==> src/rtl/water_flow_monitor.sv <==
// Watches the tank level during fill/drain and raises a sticky fault after
// MAX_STRIKES consecutive windows without enough level change.
// Optional feature macro: WFM_REVERSE_FLOW_CHECK_EN (immediate fault on wrong-direction motion).
module water_flow_monitor #(
    parameter int WINDOW_CYCLES = 1000,
    parameter int MIN_DELTA     = 4,
    parameter int MAX_STRIKES   = 3
) (
    input  logic       clk,
    input  logic       reset,
    input  logic       water_flow_reset,
    input  logic       water_flow_mode,
    input  logic [9:0] water_level_sensor,
    output logic       water_flow_error,
    output logic       monitor_active,
    output logic       flow_ok
);

    typedef enum logic [1:0] {
        IDLE    = 2'd0,
        MONITOR = 2'd1,
        ERROR   = 2'd2
    } state_t;

    localparam logic [15:0]        LAST_CNT = 16'(WINDOW_CYCLES - 1);
    localparam logic signed [10:0] MIN_D    = 11'(MIN_DELTA);
    localparam logic [3:0]         MAX_S    = 4'(MAX_STRIKES);

    state_t      state_q, state_d;
    logic [9:0]  baseline_q, baseline_d;
    logic        mode_q, mode_d;
    logic [15:0] window_cnt_q, window_cnt_d;
    logic [2:0]  strikes_q, strikes_d;
    logic        error_q, error_d;
    logic        active_q, active_d;
    logic        ok_q, ok_d;

    logic signed [10:0] sensor_s, baseline_s, fwd_delta;
    logic [3:0]         strike_next;
    logic               window_pass;

    // Delta is taken in the expected direction of travel; positive means progress.
    assign sensor_s    = $signed({1'b0, water_level_sensor});
    assign baseline_s  = $signed({1'b0, baseline_q});
    assign fwd_delta   = mode_q ? (sensor_s - baseline_s) : (baseline_s - sensor_s);
    assign strike_next = {1'b0, strikes_q} + 4'd1;
    assign window_pass = (fwd_delta >= MIN_D)
                       || (!mode_q && (water_level_sensor == 10'd0))
                       || ( mode_q && (water_level_sensor == 10'h3FF));

`ifdef WFM_REVERSE_FLOW_CHECK_EN
    logic signed [10:0] rev_delta;
    assign rev_delta = mode_q ? (baseline_s - sensor_s) : (sensor_s - baseline_s);
`endif

    always_comb begin
        state_d      = state_q;
        baseline_d   = baseline_q;
        mode_d       = mode_q;
        window_cnt_d = window_cnt_q;
        strikes_d    = strikes_q;
        error_d      = error_q;
        ok_d         = 1'b0;

        if (water_flow_reset) begin
            state_d      = IDLE;
            baseline_d   = 10'd0;
            mode_d       = 1'b0;
            window_cnt_d = 16'd0;
            strikes_d    = 3'd0;
            error_d      = 1'b0;
        end else begin
            case (state_q)
                IDLE: begin
                    baseline_d   = water_level_sensor;
                    mode_d       = water_flow_mode;
                    window_cnt_d = 16'd0;
                    strikes_d    = 3'd0;
                    state_d      = MONITOR;
                end
                MONITOR: begin
                    // A direction change invalidates the current window entirely.
                    if (water_flow_mode != mode_q) begin
                        baseline_d   = water_level_sensor;
                        mode_d       = water_flow_mode;
                        window_cnt_d = 16'd0;
                        strikes_d    = 3'd0;
                    end
`ifdef WFM_REVERSE_FLOW_CHECK_EN
                    else if (rev_delta >= MIN_D) begin
                        state_d = ERROR;
                        error_d = 1'b1;
                    end
`endif
                    else if (window_cnt_q == LAST_CNT) begin
                        if (window_pass) begin
                            strikes_d    = 3'd0;
                            ok_d         = 1'b1;
                            baseline_d   = water_level_sensor;
                            window_cnt_d = 16'd0;
                        end else if (strike_next >= MAX_S) begin
                            state_d = ERROR;
                            error_d = 1'b1;
                        end else begin
                            strikes_d    = strike_next[2:0];
                            baseline_d   = water_level_sensor;
                            window_cnt_d = 16'd0;
                        end
                    end else begin
                        window_cnt_d = window_cnt_q + 16'd1;
                    end
                end
                ERROR: begin
                    error_d = 1'b1;
                end
                default: begin
                    state_d = IDLE;
                end
            endcase
        end

        active_d = (state_d == MONITOR);
    end

    always_ff @(posedge clk) begin
        if (reset) begin
            state_q      <= IDLE;
            baseline_q   <= 10'd0;
            mode_q       <= 1'b0;
            window_cnt_q <= 16'd0;
            strikes_q    <= 3'd0;
            error_q      <= 1'b0;
            active_q     <= 1'b0;
            ok_q         <= 1'b0;
        end else begin
            state_q      <= state_d;
            baseline_q   <= baseline_d;
            mode_q       <= mode_d;
            window_cnt_q <= window_cnt_d;
            strikes_q    <= strikes_d;
            error_q      <= error_d;
            active_q     <= active_d;
            ok_q         <= ok_d;
        end
    end

    assign water_flow_error = error_q;
    assign monitor_active   = active_q;
    assign flow_ok          = ok_q;

endmodule
==> config.mk <==
export PLATFORM = sky130hd
export DESIGN_NAME = water_flow_monitor
export DESIGN_NICKNAME = d
export VERILOG_FILES = /design/src/rtl/water_flow_monitor.sv
export SDC_FILE = /design/constraint.sdc
export NUM_CORES = 1
export LEC_CHECK = 0
export ABC_AREA = 1
export BUFFER_PORTS_ARGS = -buffer_cell sky130_fd_sc_hd__buf_2
export CORE_MARGIN = 1
export CORE_UTILIZATION = 49
export DETAILED_ROUTE_END_ITERATION = 8
export PLACE_DENSITY = 0.78
export SLEW_MARGIN = 30
export SYNTH_ARGS = -nofsm -noshare
export SYNTH_HDL_FRONTEND = slang
export SYNTH_SLANG_ARGS = --single-unit
export TNS_END_PERCENT = 30
==> constraint.sdc <==
create_clock -name clk -period 3.1 [get_ports clk]
set_input_delay 0.93 -clock clk [delete_from_list [all_inputs] [get_ports clk]]
set_output_delay 0.93 -clock clk [all_outputs]
set_load 0.005 [all_outputs]
==> out/summary.txt <==
actual transition at the worst max-transition pin: 696 ps
period utilization: 94.9%
grt ovf: 0
number of distinct library cells after synthesis: 41
run status: finished clean
register-to-register setup slack: 510 ps
final core occ: 58.7%
top post-synthesis cells by area: sky130_fd_sc_hd__dfxtp_1 (23%), sky130_fd_sc_hd__nand2_1 (14%), sky130_fd_sc_hd__ha_1 (9.2%)
initial standard-cell utilization of the core: 50.6%
portion of the post-synthesis area used by sequential elements: 23.4%
clock period minus final worst setup slack: 2940 ps
synthesized-area fraction occupied by ao, oa, aoi and oai cells: 10.9%
area of the core region: 5920 um^2
clock insertion delay at the later pin of the skew report: 300 ps
FF-to-FF Start: baseline_q[0]
setup-violating endpoint count in the final report: 0
Avg Cell Area, Syn: 6.54 um^2
fraction of synthesized cell area taken by the top area cell type: 23.4%
pre-CTS setup slack: -228 ps
# clock sinks: 35
startpoint of the most critical hold path: water_flow_error
dpl hpwl: 5410 um
depth of the CTS H-tree: 2
post-synth top area cell: sky130_fd_sc_hd__dfxtp_1
final setup margin: 158 ps
clock slew at reported path FFs: 80 ps
terminating pin of the worst hold path: water_flow_error
number of buffers inserted during clock tree synthesis: 5
largest family of logic cells by synthesized area: simple AND/OR/NAND/NOR gates
reported leakage power: 0.00166 uW
total global-route track usage: 23.5%
kind of start point of the critical path: primary input
number of vias per cell: 5.23
number of maximum-capacitance constraint violations: 0
# port buffers: 16
terminus of the critical flop-to-flop path: window_cnt_q[8]
ratio of cells with drive above 1 in the final layout: 22.7%
Most used DFF post-synth: sky130_fd_sc_hd__dfxtp_1
drc violations: 0
worst-case clock buffer depth: 2
number of top-level design ports: 17
crit path capture type: flop
post-synthesis cell count: 458
wire length of the first global-routing pass: 11900 um
drt pass-1 iters: 4
antenna violations before repair: 0
TritonCTS clock tree: done
final weighted congestion in routability-driven placement: 0.869
detailed-route wire length per cell: 12.3 um
Die Span Y: 80.2 um
adder and majority gate portion of the synthesized area: 10.5%
largest fanout of any net on the critical path: 5
Post-Place Cell Area: 3290 um^2
hold crit path type: reg -> reg
Synth Area in XOR/XNOR: 1.46%
synthesized net count: 496
vias post-DR: 3040
Area Growth Syn to Fin: 16.0%
Synth top cells by count: sky130_fd_sc_hd__nand2_1 (110), sky130_fd_sc_hd__nor2_1 (64), sky130_fd_sc_hd__inv_1 (59), sky130_fd_sc_hd__nand3_1 (39), sky130_fd_sc_hd__dfxtp_1 (35)
total power per unit cell area: 321 nW/um^2
worst-case reg-to-reg path depth: 19
maximum number of pins on one net before global-route repair: 19
clk root buf: sky130_fd_sc_hd__clkbuf_8
worst endpoint data arrival time: 3160 ps
Relative slew margins: 53.1%
count of fill cells added during filler insertion: 538
number of enable-type register cells in the synthesized netlist: 0
fraction of synthesized area in multiplexers: 0%
final non-filler cell area: 3470 um^2
post-synthesis cell area: 3000 um^2
proportion of synthesized flip-flops having asynchronous set or reset: 0%
post-synthesis share of cell area spent on and, or, nand and nor gates: 41.9%
type of the worst setup path: in -> reg
IR Drop Worst-Case VDD: 0.257 mV
overall die width: 80.2 um
number of antenna repair diodes: 0
warnings from Yosys: 0
hold violation count in the final report: 0
via count of the first global-routing pass: 2880
Routed Wire Length: 7140 um
Total Nets Final: 543
most repeated cell in the gate-level netlist after synthesis: sky130_fd_sc_hd__nand2_1
register bit total from synthesis: 35
Final Max Slew Viols: 0
Hold Path Cell Cnt: 2
residual antenna-violating net count after detailed routing: 0
achievable clock frequency: 340 MHz
post-route clock skew: 7.89 ps
worst endpoint required time: 3320 ps
Die Area: 6430 um^2
number of DRC violations after detailed-routing iteration 0: 169
standard-cell row count: 28
-- through the flow --
stage	instances	hold slack, ps	total power (uW)	TNS [ps]
5_1_grt	581	469	1180	-21.1
2_1_floorplan	458	447	684	0
4_1_cts	577	459	1100	0
6_report	581	456	1120	0
3_3_place_gp	569	439	763	-1580
3_5_place_dp	569	439	769	-4200
-- how the worst max path moves through the flow --
stage	from	end	slack, ps	cells after the start
6_report	water_level_sensor[0]	window_cnt_q[8]	160	20
5_1_grt	water_level_sensor[0]	window_cnt_q[8]	-9	20
4_1_cts	water_level_sensor[0]	window_cnt_q[8]	70	20
3_5_place_dp	water_level_sensor[0]	window_cnt_q[8]	-230	20
3_3_place_gp	water_level_sensor[0]	window_cnt_q[8]	-100	20
2_1_floorplan	water_level_sensor[0]	baseline_q[3]	170	20
-- cells in the final DEF, fill, tap and decap left out, types with 9 or more instances in the layout --
cell type and n:
sky130_fd_sc_hd__a21oi_1 15, sky130_fd_sc_hd__buf_2 16, sky130_fd_sc_hd__buf_4 34, sky130_fd_sc_hd__dfxtp_1 35, sky130_fd_sc_hd__ha_1 17, sky130_fd_sc_hd__inv_1 58, sky130_fd_sc_hd__nand2_1 109, sky130_fd_sc_hd__nand3_1 36
sky130_fd_sc_hd__nand3_2 13, sky130_fd_sc_hd__nand4_1 9, sky130_fd_sc_hd__nor2_1 63, sky130_fd_sc_hd__nor2_2 13, sky130_fd_sc_hd__o21ai_0 12
-- worst max-delay path, stage by stage --
cell and delay [ps]:
sky130_fd_sc_hd__buf_2 110, sky130_fd_sc_hd__inv_2 40, sky130_fd_sc_hd__ha_2 190, sky130_fd_sc_hd__fa_2 340, sky130_fd_sc_hd__inv_1 60, sky130_fd_sc_hd__nand3_1 80
sky130_fd_sc_hd__nand3_2 100, sky130_fd_sc_hd__nand3b_1 120, sky130_fd_sc_hd__nand3_1 90, sky130_fd_sc_hd__nand2_1 60, sky130_fd_sc_hd__nor2_1 80, sky130_fd_sc_hd__nand2_1 70
sky130_fd_sc_hd__nor2_2 70, sky130_fd_sc_hd__nand2_1 60, sky130_fd_sc_hd__nand2_2 120, sky130_fd_sc_hd__nand3_4 100, sky130_fd_sc_hd__nand2_4 160, sky130_fd_sc_hd__buf_4 150
sky130_fd_sc_hd__nand3_2 60, sky130_fd_sc_hd__a21oi_2 160
-- registers in the layout (all words and copies together), names as in the netlist --
name,count
strikes_q,3
mode_q,1
water_flow_error,1
monitor_active,1
baseline_q,10
flow_ok,1
state_q,2
window_cnt_q,16
-- layer usage --
layer / vias to the layer above / part of all wire [%] / GRT usage, %
met4: 0 / 2.3 / 10.7
met1: 1393 / 43 / 24.6
met2: 58 / 51 / 44.6
li1: 1573 / - / -
met3: 16 / 3.7 / 4.55
met5: - / 0 / 0
-- cell type report --
class,count,area (um^2),area share (%)
multi-input combinational,350,2010,57.8
sequential,35,701,20.2
timing repair buffer,51,347,9.97
inverter,62,235,6.77
tap,75,93.8,2.70
clock buffer,5,68.8,1.98
clock inverter,3,20.0,0.576
-- report_power, final --
part | switching (uW) | internal [uW] | leakage, uW
combinational | 183 | 124 | 0.00134
sequential | 10.9 | 461 | 0.000285
clock | 181 | 156 | 0.0000402
total | 375 | 741 | 0.00166
-- timing repair --
item	CTS	global route
hold buffers	0	0
endpoints found under the setup margin	0	29
buffers inserted	0	3
resized for setup	0	23
-- cells by family (layout without fill, tap and decap cells) --
family / Yosys count / after routing
and+or+nand+nor: 266 / 267
adders and majority gates: 24 / 24
DFF: 35 / 35
AOI/OAI and AO/OA: 54 / 54
buffers and inverters: 74 / 121
xor gates and xnor gates: 5 / 5
(Power assumes the default switching activity.)
